`src/rtl/lcplc_stream_sequencer.sv`:
```
// rtl/lcplc_stream_sequencer.sv - LCPLC coder front-end: config latch, sample pass-through, framing flags
//
// Accepts one image configuration at a time, forwards raw samples to the coder
// with zero latency, tags each sample with row/slice/band/image framing flags,
// then waits for the coder's final output word before accepting the next image.
//
// Ports:
//   clk, rst                      clock, synchronous active-low reset
//   cfg_valid/cfg_ready           configuration handshake (accepted only in IDLE)
//   cfg_block_rows/cols/bands/blocks, cfg_shift_in, cfg_threshold_in  configuration fields
//   in_valid/in_ready/in_data     raw sample stream in
//   x_valid/x_ready/x_data        sample stream to coder
//   x_last_r/s/b/i                framing flags (row, block-in-band, last band, image)
//   cfg_quant_shift/cfg_threshold latched quantizer settings for the current image
//   coder_out_valid/ready/last    coder output handshake, monitored only
//   busy, done, cfg_err           status: not idle, image finished pulse, bad config pulse
module lcplc_stream_sequencer #(
  parameter int DATA_WIDTH            = 16,
  parameter int MAX_SLICE_SIZE_LOG    = 12,
  parameter int BAND_WIDTH            = 8,
  parameter int BLOCK_COUNT_WIDTH     = 16,
  parameter int QUANTIZER_SHIFT_WIDTH = 4,
  parameter int THRESHOLD_WIDTH       = 64
) (
  input  logic                             clk,
  input  logic                             rst,
  input  logic                             cfg_valid,
  output logic                             cfg_ready,
  input  logic [MAX_SLICE_SIZE_LOG-1:0]    cfg_block_rows,
  input  logic [MAX_SLICE_SIZE_LOG-1:0]    cfg_block_cols,
  input  logic [BAND_WIDTH-1:0]            cfg_bands,
  input  logic [BLOCK_COUNT_WIDTH-1:0]     cfg_blocks,
  input  logic [QUANTIZER_SHIFT_WIDTH-1:0] cfg_shift_in,
  input  logic [THRESHOLD_WIDTH-1:0]       cfg_threshold_in,
  input  logic                             in_valid,
  output logic                             in_ready,
  input  logic [DATA_WIDTH-1:0]            in_data,
  output logic                             x_valid,
  input  logic                             x_ready,
  output logic [DATA_WIDTH-1:0]            x_data,
  output logic                             x_last_r,
  output logic                             x_last_s,
  output logic                             x_last_b,
  output logic                             x_last_i,
  output logic [QUANTIZER_SHIFT_WIDTH-1:0] cfg_quant_shift,
  output logic [THRESHOLD_WIDTH-1:0]       cfg_threshold,
  input  logic                             coder_out_valid,
  input  logic                             coder_out_ready,
  input  logic                             coder_out_last,
  output logic                             busy,
  output logic                             done,
  output logic                             cfg_err
);

  localparam int MSSL = MAX_SLICE_SIZE_LOG;
  localparam int BW   = BAND_WIDTH;
  localparam int BCW  = BLOCK_COUNT_WIDTH;

  typedef enum logic [1:0] {IDLE, STREAM, DRAIN} state_t;

  state_t state_q, state_d;

  logic [MSSL-1:0]                  rows_q, rows_d, cols_q, cols_d;
  logic [BW-1:0]                    bands_q, bands_d;
  logic [BCW-1:0]                   blocks_q, blocks_d;
  logic [QUANTIZER_SHIFT_WIDTH-1:0] shift_q, shift_d;
  logic [THRESHOLD_WIDTH-1:0]       thr_q, thr_d;
  logic [MSSL-1:0]                  col_q, col_d, row_q, row_d;
  logic [BW-1:0]                    band_q, band_d;
  logic [BCW-1:0]                   blk_q, blk_d;
  logic                             done_q, done_d, cfg_err_q, cfg_err_d;

  logic cfg_hs, x_hs, coder_last_hs, cfg_zero;
  logic end_col, end_row, end_band, end_blk;

  assign cfg_hs        = cfg_valid && cfg_ready;
  assign x_hs          = x_valid && x_ready;
  assign coder_last_hs = coder_out_valid && coder_out_ready && coder_out_last;
  assign cfg_zero      = (cfg_block_rows == '0) || (cfg_block_cols == '0) ||
                         (cfg_bands == '0) || (cfg_blocks == '0);

  // Compare against field-1 at full field width; fields are never 0 while
  // streaming, so the subtraction cannot wrap.
  assign end_col  = (col_q  == cols_q   - MSSL'(1));
  assign end_row  = (row_q  == rows_q   - MSSL'(1));
  assign end_band = (band_q == bands_q  - BW'(1));
  assign end_blk  = (blk_q  == blocks_q - BCW'(1));

  // State register
  always_ff @(posedge clk) begin
    if (!rst) state_q <= IDLE;
    else      state_q <= state_d;
  end

  // Next-state logic
  always_comb begin
    state_d = state_q;
    case (state_q)
      IDLE:    if (cfg_hs && !cfg_zero) state_d = STREAM;
      STREAM:  if (x_hs && x_last_i) state_d = DRAIN;
      DRAIN:   if (coder_last_hs) state_d = IDLE;
      default: state_d = IDLE;
    endcase
  end

  // Output logic: STREAM is a pure combinational pass-through
  always_comb begin
    cfg_ready = (state_q == IDLE);
    busy      = (state_q != IDLE);
    x_valid   = (state_q == STREAM) && in_valid;
    in_ready  = (state_q == STREAM) && x_ready;
  end

  assign x_data   = in_data;
  assign x_last_r = x_valid && end_col;
  assign x_last_s = x_last_r && end_row;
  assign x_last_b = x_last_s && end_band;
  assign x_last_i = x_last_b && end_blk;

  // Configuration latch and position counters
  always_comb begin
    rows_d    = rows_q;
    cols_d    = cols_q;
    bands_d   = bands_q;
    blocks_d  = blocks_q;
    shift_d   = shift_q;
    thr_d     = thr_q;
    col_d     = col_q;
    row_d     = row_q;
    band_d    = band_q;
    blk_d     = blk_q;
    done_d    = (state_q == DRAIN) && coder_last_hs;
    cfg_err_d = cfg_hs && cfg_zero;
    if (cfg_hs) begin
      rows_d   = cfg_block_rows;
      cols_d   = cfg_block_cols;
      bands_d  = cfg_bands;
      blocks_d = cfg_blocks;
      shift_d  = cfg_shift_in;
      thr_d    = cfg_threshold_in;
      col_d    = '0;
      row_d    = '0;
      band_d   = '0;
      blk_d    = '0;
    end else if (x_hs) begin
      if (!end_col) begin
        col_d = col_q + MSSL'(1);
      end else begin
        col_d = '0;
        if (!end_row) begin
          row_d = row_q + MSSL'(1);
        end else begin
          row_d = '0;
          if (!end_band) begin
            band_d = band_q + BW'(1);
          end else begin
            band_d = '0;
            blk_d  = end_blk ? '0 : blk_q + BCW'(1);
          end
        end
      end
    end
  end

  always_ff @(posedge clk) begin
    if (!rst) begin
      rows_q    <= '0;
      cols_q    <= '0;
      bands_q   <= '0;
      blocks_q  <= '0;
      shift_q   <= '0;
      thr_q     <= '0;
      col_q     <= '0;
      row_q     <= '0;
      band_q    <= '0;
      blk_q     <= '0;
      done_q    <= 1'b0;
      cfg_err_q <= 1'b0;
    end else begin
      rows_q    <= rows_d;
      cols_q    <= cols_d;
      bands_q   <= bands_d;
      blocks_q  <= blocks_d;
      shift_q   <= shift_d;
      thr_q     <= thr_d;
      col_q     <= col_d;
      row_q     <= row_d;
      band_q    <= band_d;
      blk_q     <= blk_d;
      done_q    <= done_d;
      cfg_err_q <= cfg_err_d;
    end
  end

  assign cfg_quant_shift = shift_q;
  assign cfg_threshold   = thr_q;
  assign done            = done_q;
  assign cfg_err         = cfg_err_q;

endmodule

```
`config.mk`:
```
export PLATFORM = sky130hd
export DESIGN_NAME = lcplc_stream_sequencer
export DESIGN_NICKNAME = d
export VERILOG_FILES = /design/src/rtl/lcplc_stream_sequencer.sv
export SDC_FILE = /design/constraint.sdc
export NUM_CORES = 1
export LEC_CHECK = 0
export BUFFER_PORTS_ARGS = -buffer_cell sky130_fd_sc_hd__buf_2
export CAP_MARGIN = 20
export CORE_ASPECT_RATIO = 0.6
export CORE_UTILIZATION = 52
export DETAILED_ROUTE_END_ITERATION = 10
export PLACE_DENSITY = 0.81
export SLEW_MARGIN = 20
export SYNTH_ARGS = -nofsm -noshare
export SYNTH_HDL_FRONTEND = slang
export SYNTH_SLANG_ARGS = --single-unit
```
`constraint.sdc`:
```
create_clock -name clk -period 4.6 [get_ports clk]
set_clock_uncertainty 0.05 [all_clocks]
set_input_delay 1.38 -clock clk [delete_from_list [all_inputs] [get_ports clk]]
set_output_delay 1.38 -clock clk [all_outputs]
set_load 0.1 [all_outputs]
```
* Word-level counts from Yosys, hierarchy flattened
Cells that the tools add are included.
** Storage, ports and cells
- Output and inout bits :: 94
- Memory bits (writable) :: 0
- ROM bits :: 0
- Latch bits :: 0
- Memories :: 0
- Bits in registers :: 168
- Input port bits :: 140
** Cells by class
- $lt $le $gt $ge :: 0
- Equal/unequal tests :: 9
- Divide/modulo/power cells :: 0
- $mul :: 0
- Bitwise operators :: 1
- Reduce and logical (&&, ||, !) cells :: 29
- Shift operators :: 0
- Multiplexer cells :: 8
- Add/subtract/negate cells :: 8
** Operator list (count)
- $add 12x1->12 const B :: 2
- $eq 12x12->1 :: 2
- $logic_not 12->1 :: 2
- $mux 12 :: 2
- $sub 12x1->12 const B :: 2
- $add 16x1->16 const B :: 1
- $eq 16x16->1 :: 1
- $logic_not 16->1 :: 1
- $mux 16 :: 1
- $sub 16x1->16 const B :: 1
- $logic_and 1x1->1 :: 14
- $add 8x1->8 const B :: 1
- $eq 8x8->1 :: 1
- $logic_not 8->1 :: 1
- $mux 8 :: 1
- $sub 8x1->8 const B :: 1
- $mux 2 :: 3
- $pmux 2 s3 :: 1
- $reduce_and 3->1 :: 2
- $ne 2x2->1 const B :: 2
- $reduce_and 4->1 :: 1
- $logic_or 1x1->1 :: 3
- $eq 2x1->1 const B :: 1
- $eq 2x2->1 const B :: 1
- other kinds (7) :: 7

* Depth between registers and ports, before layout
Gate-level depths: netlist (run 1).
- Depth in word-level cells :: 9
- Gate-level depth with buffers :: 13

* Worst setup path before layout (run 1)
No wires, ideal clock.
- Kind :: input-to-output
- Start point :: input port in_valid
- End point :: output port x_last_i
- Buffers on the path :: 0
- Arrival :: 5153 ps
- Slack :: -1983 ps
- Cell stages on the path :: 4
- Path through :: nand3b_1 -> nor4_4 -> and3_1 -> nor2b_1
** Between the ends
- Cells in the longest elaborated chain, start to end :: 5
** Ends and longest elaborated chain
- start, declared :: RTL line 35 : input logic in_valid,
- $logic_and 1x1->1 :: RTL line 110 : x_valid = (state_q == STREAM) && in_valid;
- $logic_and 1x1->1 :: RTL line 115 : assign x_last_r = x_valid && end_col;
- net x_last_r :: RTL line 41 : output logic x_last_r,
- $logic_and 1x1->1 :: RTL line 116 : assign x_last_s = x_last_r && end_row;
- $logic_and 1x1->1 :: RTL line 117 : assign x_last_b = x_last_s && end_band;
- net x_last_b :: RTL line 43 : output logic x_last_b,
- $logic_and 1x1->1 :: RTL line 118 : assign x_last_i = x_last_b && end_blk;
- end, declared :: RTL line 44 : output logic x_last_i,
The timed path passes the listed nets, and every way through them passes these cells.

* Final worst setup path (run 1)
- Start point :: register blocks_q[2]
- End point :: output port x_last_i
** Between the ends
- Cells in the longest elaborated chain, start to end :: 3
** Ends and longest elaborated chain
- start, declared :: RTL line 65 : logic [BCW-1:0] blocks_q, blocks_d;
- start signal, assigned :: RTL line 183 : blocks_q <= blocks_d;
- $sub 16x1->16 :: RTL line 87 : assign end_blk = (blk_q == blocks_q - BCW'(1));
- $eq 16x16->1 :: RTL line 87
- $logic_and 1x1->1 :: RTL line 118
No other way between the ends.

==> results_dict.tcl, run 1 <==
set metrics [dict create \
    max-slew-margin-rel_pct 39.0 \
    gr-usage-met3_pct 7.43 \
    final_nets 1152 \
    start_util_pct 53.8 \
    setup_violations 0 \
    cp-end-kind "output port" \
    antenna_found_initial 0 \
    crit_fanout 9 \
    gp_congestion 0.923 \
    clk_latency_ns 0.43 \
    cp.arrival_ns 3.13 \
    synth_edf_count 0 \
    synth-async-reset-ratio_pct 0 \
    clock_sinks 168 \
    grt-busiest-layer "met2" \
    post-route-period-util_pct 99.1 \
    ys.flop_type "dfxtp_1" \
    rsz0062_at_grt "true" \
    dpl-instance-area_mm2 0.00893 \
    io_buffers 201 \
    yosysMostFrequentCell "dfxtp_1" \
    die_h_um 97.1 \
    synth_cell_types 70 \
    cts_buffer_depth 2 \
    hold_class "flip-flop to flip-flop" \
    pwr-share-clk_pct 37.5 \
    place_hpwl_um 15100 \
    max_freq_ghz 0.219 \
    drv_slew 0 \
    drt-vias-per-instance 5.79 \
    finalInstanceArea_mm2 0.00963 \
    numCtsBuffers 17 \
    switchingPower_uw 1260 \
    root_buffer "clkbuf_16" \
    ioPinCount 234 \
    grt_pass1_vias 6757 \
    grt_remaining_overflow 0 \
    pre_cts_ws_ns 0.297 \
    utilization_pct 66.0 \
    min_period_ns 4.56 \
    yosysWarnings 0 \
    cts_max_level 4 \
    worstMarginPinSlew_ns 0.914 \
    synth_area_mm2 0.00785 \
    route.detailed.drc 0 \
    grt.total_usage_pct 27.2 \
    regArea_mm2 0.00337 \
    clk_pin_slew_ns 0.07 \
    grt_pass1_wl_um 34200 \
    critical_path_required_ns 3.17 \
    synthTopCellsByCount "dfxtp_1 (168), a22o_1 (107), nor2_1 (52)" \
    met2_usage_pct 39.8 \
    ys_seq_elements 168 \
    hold_viol_final 0 \
    cts_tree "built" \
    sequentialPowerShare_pct 42.3 \
    routed_wl_um 21000 \
    worstSetupPathType "flip-flop to output port" \
    synth_area_leaders "dfxtp_1 (43%), a22o_1 (12%), xnor2_1 (5.2%), xor2_1 (4.1%), nor2_1 (2.5%)" \
    p_leak_uw 0.00404 \
    grt_util_met1_pct 38.4 \
    synth_top_cell_by_area "dfxtp_1" \
    p_per_area_mw_per_mm2 387 \
    multiInputGateArea_mm2 0.00419 \
    grt_max_degree 86 \
    post_drt_wl_per_cell_um 17.3 \
    synth_cells 831 \
    die_w_um 161 \
    fillers 1144 \
    vias 7023 \
    syn_avg_cell_area_um2 9.44 \
    drive_above_1_share_pct 29.2 \
    dp.cells 1176 \
    dieArea_mm2 0.0156 \
    cap_violations 0 \
    syn_to_final_growth_pct 22.8 \
    ant_nets 0 \
    drt_iter0_drc 478 \
    comb_power_share_pct 20.2 \
    diodes 0 \
    swShare_pct 33.7 \
    rows 34 \
    setup_ws_ns 0.0428 \
    critPathLaunchType "flip-flop" \
    ys_seq_area_share_pct 42.9 \
    synth.net_count 979 \
    final_cells 1214 \
    synth.top_cell.area_share_pct 42.9 \
    status "complete, no violations" \
    core_area_mm2 0.0146 \
    internal_power_uw 2480 \
    cts_hold_buf 0 \
    vdd_drop_max_mv 0.207 \
    drt_first_pass_iters 5 \
]
[cells by family after synthesis]
family	Yosys count	share of synthesized area, %
compound gates	208	20.9
simple gates	272	19.8
mux	5	0.686
flops	168	42.9
buf+inv	86	5.14
fa+ha+maj	8	1.28
xor+xnor	84	9.38
[final cells by class]
cell class                 instances  area share [%]
clock buffer                      17            4.42
clock inverter                    14            1.51
inverter                          22           0.857
multi-input combinational        577            43.4
sequential                       168            35.0
tap                              198            2.57
timing repair buffer             218            12.2
[worst max-delay path, stage by stage (launching register included)]
cell     delay, ns
dfxtp_1       0.44
or4b_4        0.61
nor4_4        0.21
mux2_4        0.33
mux2i_1       0.13
a21oi_1       0.11
or4_4         0.52
nor2b_4       0.15
buf_12        0.18
[cells in the final DEF, fill, tap and decap left out, drive strengths merged, types with 8 or more instances in the layout]
cell type / instances
a22o: 107
clkbuf: 17
xor2: 37
nand4: 28
a21oi: 19
o21ai: 26
nor4: 33
or3: 12
ha: 8
and3: 14
and2: 15
xnor2: 47
dfxtp: 168
nor3: 16
inv: 33
nor2: 52
buf: 218
a31oi: 14
nand3: 19
nand2: 45
[timing repair]
item | 4_1_cts | 5_1_grt
cloned | 0 | 0
buffers inserted | 6 | 1
pin swaps | 10 | 2
endpoints found under the setup margin | 2 | 3
gates resized for setup | 15 | 4
[layer usage]
metal | up-vias | share of wire (%)
met4 | 0 | 1.7
met3 | 35 | 7.2
met1 | 3338 | 48
met5 | - | 0
li1 | 3420 | -
met2 | 230 | 43
[metrics by stage]
step	hold slack (ns)	setup TNS (ns)	total power, uW
after CTS	0.430	0	3730
after global routing	0.444	-0.0649	3870
after detailed placement	0.409	0	2330
final	0.426	0	3730
after floorplan	0.417	-1.07	2230
after global placement	0.407	0	2320
[sequential cells by signal (all words and copies together), names as in the netlist]
register and cells:
band_q 8, bands_q 8, blk_q 16, blocks_q 16, cfg_err 1, cfg_quant_shift 4, cfg_threshold 64, col_q 12
cols_q 12, done 1, row_q 12, rows_q 12, state_q 2
[power groups by stage]
stage / registers (uW) / clock network, uW / logic (uW)
finish: 1580 / 1400 / 753
global route: 1590 / 1480 / 798
global placement: 1610 / 0 / 711
CTS: 1580 / 1410 / 744
floorplan: 1850 / 0 / 376
detailed placement: 1610 / 0 / 721
[final timing paths]
path | start | to | slack [ns] | cells past startpoint
max | blocks_q[2]$_SDFFE_PN0P_ | x_last_i | 0.04 | 8
min | cfg_threshold[60]$_SDFFE_PN0P_ | cfg_threshold[60]$_SDFFE_PN0P_ | 0.43 | 1
max reg2reg | cols_q[2]$_SDFFE_PN0P_ | blk_q[7]$_SDFFE_PP0P_ | 1.16 | 9
min reg2reg | cfg_threshold[60]$_SDFFE_PN0P_ | cfg_threshold[60]$_SDFFE_PN0P_ | 0.43 | 1
(Power assumes the default switching activity.)
==> run 2: changes to the inputs <==
CORE_UTILIZATION = 56   (was 52)
PLACE_DENSITY = 0.87   (was 0.81)
clock period = 5.3 ns   (was 4.6 ns; I/O delays follow)
==> run 2 against run 1 <==
Net effect: setup slack better by 0.044 ns; routed wire length is 3.8% higher; clock-buffer cell count is 1 higher; die area is 7.0% lower; sequential cell count stayed put; global-route usage is 2.6 points higher; critical path depth stayed put; sequential power is 13% lower; cell count is 1.2% lower; via count is 2.0% higher; total power is 13% lower.
==> results_dict.tcl, run 2 (same netlist as run 1, synthesis figures left out) <==
set metrics [dict create \
    cp.arrival_ns 3.57 \
    drt-vias-per-instance 5.98 \
    r2r_end "blk_q[8]$_SDFFE_PP0P_" \
    cts_buffer_depth 2 \
    grt_pass1_vias 6564 \
    die_w_um 155 \
    drive_above_1_share_pct 27.0 \
    min_period_ns 5.21 \
    critPathLaunchType "flip-flop" \
    start_util_pct 57.4 \
    r2r_start "blocks_q[5]$_SDFFE_PN0P_" \
    syn_to_final_growth_pct 20.5 \
    p_leak_uw 0.00396 \
    grt-busiest-layer "met2" \
    cts_tree "built" \
    cpMostUsedCell "nand4_1" \
    finalInstanceArea_mm2 0.00945 \
    worstMarginPinSlew_ns 1.04 \
    die_h_um 93.7 \
    max_freq_ghz 0.192 \
    mostFrequentLayoutCells "buf_2 (200), dfxtp_1 (168), a22o_1 (107), nor2_1 (52), xnor2_1 (47)" \
    clock_sinks 168 \
    final_common_cell "buf_2" \
    post-route-period-util_pct 98.4 \
    setup_violations 0 \
    crit_chain "nor4_1 > nand4_1 > nor4b_1 > xnor2_1 > nand4_1 > or4_4 > nor2b_4 > buf_6" \
    root_buffer "clkbuf_16" \
    status "complete, no violations" \
    largest_reg_flops 64 \
    cp_slowest_cell "or4_4" \
    cts_hold_buf 0 \
    path_delay_family "simple AND/OR/NAND/NOR gates" \
    dieArea_mm2 0.0145 \
    worstSetupPathType "flip-flop to output port" \
    grt_util_met1_pct 41.8 \
    setup_ws_ns 0.0864 \
    drt_iter0_drc 646 \
    path_buf_inv 1 \
    vdd_drop_max_mv 0.231 \
    max-slew-margin-rel_pct 30.8 \
    io_buffers 201 \
    clk_latency_ns 0.42 \
    routed_wl_um 21800 \
    grt_remaining_overflow 0 \
    numCtsBuffers 17 \
    hold_class "flip-flop to flip-flop" \
    endpoint "x_last_i" \
    grt.total_usage_pct 29.8 \
    dpl-instance-area_mm2 0.00884 \
    rsz0062_at_grt "true" \
    p_per_area_mw_per_mm2 344 \
    gr-usage-met3_pct 8.81 \
    post_drt_wl_per_cell_um 18.2 \
    crit_cells 8 \
    slowest_delay_ns 0.59 \
    final_cells 1199 \
    drt_first_pass_iters 7 \
    critical_path.startpoint "blocks_q[5]$_SDFFE_PN0P_" \
    r2r_cells 8 \
    utilization_pct 69.1 \
    r2r_slack_ns 1.53 \
    met2_usage_pct 44.9 \
    crit_fanout 8 \
    grt_pass1_wl_um 34100 \
    gp_congestion 0.951 \
    core_area_mm2 0.0137 \
    cts_max_level 4 \
    hold_viol_final 0 \
    critical_path_required_ns 3.66 \
    dp.cells 1167 \
    route.detailed.drc 0 \
    cap_violations 0 \
    antenna_found_initial 0 \
    clk_pin_slew_ns 0.07 \
    grt_max_degree 96 \
    vias 7165 \
    drv_slew 0 \
    cp-end-kind "output port" \
    ioPinCount 234 \
    diodes 0 \
    place_hpwl_um 15300 \
    final_nets 1142 \
    ant_nets 0 \
    pre_cts_ws_ns 0.354 \
    rows 33 \
]
-- run 2: cell types whose count changed in the layout (fill, tap and decap cells not counted), moves of 3 or more --
cell,delta
buf_12,-3
buf_4,-10
inv_8,-3
dfxtp_1,+5
dfxtp_2,-5
-- run 2: worst reg2reg max path, cell delays in order (launching register included) --
cell     delay [ns]
dfxtp_1        0.40
nor4_1         0.55
nand4_1        0.42
nor4b_1        0.46
xnor2_1        0.22
nand4_1        0.15
or4_4          0.59
o21ai_2        0.56
o21ba_2        0.26
-- run 2: worst min path at each step --
stage | from | end | slack (ns) | depth (start not counted)
2_1_floorplan | state_q[0]$_SDFFE_PN0P_ | state_q[0]$_SDFFE_PN0P_ | 0.42 | 1
3_3_place_gp | cfg_threshold[50]$_SDFFE_PN0P_ | cfg_threshold[50]$_SDFFE_PN0P_ | 0.41 | 1
3_5_place_dp | cfg_threshold[42]$_SDFFE_PN0P_ | cfg_threshold[42]$_SDFFE_PN0P_ | 0.41 | 1
4_1_cts | cfg_threshold[55]$_SDFFE_PN0P_ | cfg_threshold[55]$_SDFFE_PN0P_ | 0.43 | 1
5_1_grt | cfg_threshold[14]$_SDFFE_PN0P_ | cfg_threshold[14]$_SDFFE_PN0P_ | 0.44 | 1
6_report | cfg_threshold[8]$_SDFFE_PN0P_ | cfg_threshold[8]$_SDFFE_PN0P_ | 0.43 | 1
-- run 2: metal layers --
metal	up-vias	wire length, um	part of all wire (%)
li1	3407	-	-
met1	3346	9820	45
met2	373	9510	44
met3	39	2070	9.5
met4	0	376	1.7
met5	-	0	0
-- run 2: final cells by class --
cell class,count,area [um^2]
Multi-Input combinational cell,577,4110
Fill cell,1076,4220
Clock inverter,14,158
Clock buffer,18,429
Sequential cell,168,3360
Tap cell,192,240
Timing Repair Buffer,208,1060
Inverter,22,82.6
-- run 2: report_power, final --
group	switching, uW	leakage, uW	internal, uW
Clock	575	0.000279	671
Sequential	52.9	0.00137	1320
Combinational	450	0.00231	188
-- run 2: metrics by stage --
step	hold WS [ns]	total power [uW]	TNS [ns]
after floorplan	0.417	1930	-0.362
after global placement	0.406	2010	0
after detailed placement	0.408	2020	0
after CTS	0.430	3240	0
after global routing	0.442	3360	-0.0245
final	0.432	3250	0
-- run 2: repair_timing --
action	in CTS	in global routing
buffers inserted	0	0
cloned	0	0
setup endpoints to repair	1	3
resized for setup	1	4
pin swaps	0	1
==> run 3: changes to the inputs <==
--- a/config.mk
+++ b/config.mk
@@ -11,4 +11,5 @@
 export CORE_UTILIZATION = 56
 export DETAILED_ROUTE_END_ITERATION = 10
+export MAX_ROUTING_LAYER = met4
 export PLACE_DENSITY = 0.87
 export SLEW_MARGIN = 20
--- a/constraint.sdc
+++ b/constraint.sdc
@@ -3,3 +3,3 @@
 set_input_delay 1.59 -clock clk [delete_from_list [all_inputs] [get_ports clk]]
 set_output_delay 1.59 -clock clk [all_outputs]
-set_load 0.1 [all_outputs]
+set_load 0.02 [all_outputs]
==> run 3 against run 2 <==
Net effect: sequential share of layout area grew 0.061 points; largest power group unchanged; highest routed layer unchanged; clock power is essentially flat; critical endpoint unchanged; setup slack improved by 0.077 ns; design area decreased by 0.17%; total power decreased by 5.9%; largest cell class unchanged; via count increased by 0.85%.
==> results_dict.tcl, run 3 (same netlist as run 1, synthesis figures left out) <==
set metrics [dict create \
    status "complete, no violations" \
    cp-end-kind "output port" \
    grt_pass1_wl_um 33300 \
    hold_class "flip-flop to flip-flop" \
    largest_reg_flops 64 \
    drv_slew 0 \
    root_buffer "clkbuf_16" \
    crit_fanout 7 \
    grt.total_usage_pct 30.0 \
    timing.setup.tns_ns 0 \
    post-route-period-util_pct 96.9 \
    vias 7226 \
    multiInputGateArea_mm2 0.00409 \
    ioPinCount 234 \
    hold_slack_ns 0.428 \
    cap_violations 0 \
    die_w_um 155 \
    drive_above_1_share_pct 26.6 \
    max-slew-margin-rel_pct 36.2 \
    ant_nets 0 \
    final_common_cell "buf_2" \
    antenna_found_initial 0 \
    crit_chain "inv_1 > ha_1 > or4b_4 > nor4_2 > xnor2_1 > a2111oi_2 > nand4_1 > or4_4 > nor2b_1 > buf_2" \
    diodes 0 \
    cts_buffer_depth 2 \
    path_buf_inv 2 \
    core_area_mm2 0.0137 \
    cp.arrival_ns 3.50 \
    grt_remaining_overflow 0 \
    drt_iter0_drc 700 \
    critical_path_required_ns 3.66 \
    p_per_area_mw_per_mm2 324 \
    cp_slowest_cell "or4_4" \
    final_cells 1198 \
    gp_congestion 0.954 \
    vdd_drop_max_mv 0.191 \
    clk_latency_ns 0.44 \
    syn_to_final_growth_pct 20.3 \
    start_util_pct 57.4 \
    setup_violations 0 \
    slowest_delay_ns 0.56 \
    dieArea_mm2 0.0145 \
    rsz0062_at_grt "false" \
    regArea_mm2 0.00336 \
    min_period_ns 5.14 \
    path_delay_family "simple AND/OR/NAND/NOR gates" \
    place_hpwl_um 14900 \
    final_nets 1141 \
    rows 33 \
    dp.cells 1166 \
    drt_first_pass_iters 5 \
    worstSetupPathType "flip-flop to output port" \
    fillers 1000 \
    post_drt_wl_per_cell_um 17.7 \
    grt_pass1_vias 6595 \
    route.detailed.drc 0 \
    numCtsBuffers 17 \
    hold_viol_final 0 \
    max_freq_ghz 0.195 \
    io_buffers 201 \
    p_leak_uw 0.00397 \
    grt_max_degree 90 \
    routed_wl_um 21200 \
    clock_sinks 168 \
    mostFrequentLayoutCells "buf_2 (201), dfxtp_1 (168), a22o_1 (107), nor2_1 (52), xnor2_1 (47)" \
    cts_tree "built" \
    drt-vias-per-instance 6.03 \
    critPathLaunchType "flip-flop" \
    worstMarginPinSlew_ns 0.957 \
    clk_pin_slew_ns 0.08 \
    die_h_um 93.7 \
    utilization_pct 69.0 \
    cts_max_level 4 \
]
[run 3: worst register-to-register path: stages, from the launching register on]
cell and delay [ns]:
dfxtp_1 0.42, inv_1 0.08, ha_1 0.35, and2_1 0.26
o21a_1 0.19, o31ai_1 0.44, o311ai_1 0.34, or4_1 0.65
nor4_1 0.72, a32o_1 0.26
[run 3: worst paths after layout]
path	end	start	depth (start not counted)	slack (ns)
max	x_last_i	blocks_q[0]$_SDFFE_PN0P_	10	0.16
min	cfg_threshold[54]$_SDFFE_PN0P_	cfg_threshold[54]$_SDFFE_PN0P_	1	0.43
max reg2reg	state_q[1]$_SDFFE_PN0P_	cols_q[0]$_SDFFE_PN0P_	9	1.49
min reg2reg	cfg_threshold[54]$_SDFFE_PN0P_	cfg_threshold[54]$_SDFFE_PN0P_	1	0.43
[run 3: metrics by stage]
step	setup slack [ns]	area, um^2	total power (uW)
after CTS	0.0990	9430	3060
after floorplan	0.672	7850	1690
after global routing	0.0479	9430	3160
after detailed placement	0.601	8820	1820
final	0.163	9430	3060
after global placement	0.659	8820	1800
[run 3: repair_timing]
action / CTS / global route
setup endpoints to repair: 0 / 1
setup buffers: 0 / 0
resized for setup: 0 / 2
hold buffers: 0 / 0
[run 3: layout make-up]
cell class / instances / area share (%)
multi-input cells: 577 / 43.4
clock inverters: 14 / 1.86
flip-flops and latches: 168 / 35.6
clock buffers: 18 / 4.55
repair buffers: 207 / 11.1
well taps: 192 / 2.55
inverters: 22 / 0.875
[run 3: metal layers]
layer  track usage [%]  share of wire, %
met5                 -                 0
met4              11.6               2.1
met3              5.72               8.4
met2              42.6                43
met1              42.0                47
[run 3: report_power, final]
part	total [uW]	switching, uW	internal, uW
Combinational	434	248	186
Sequential	1370	51.6	1320
Clock	1260	618	641
Total	3060	918	2140
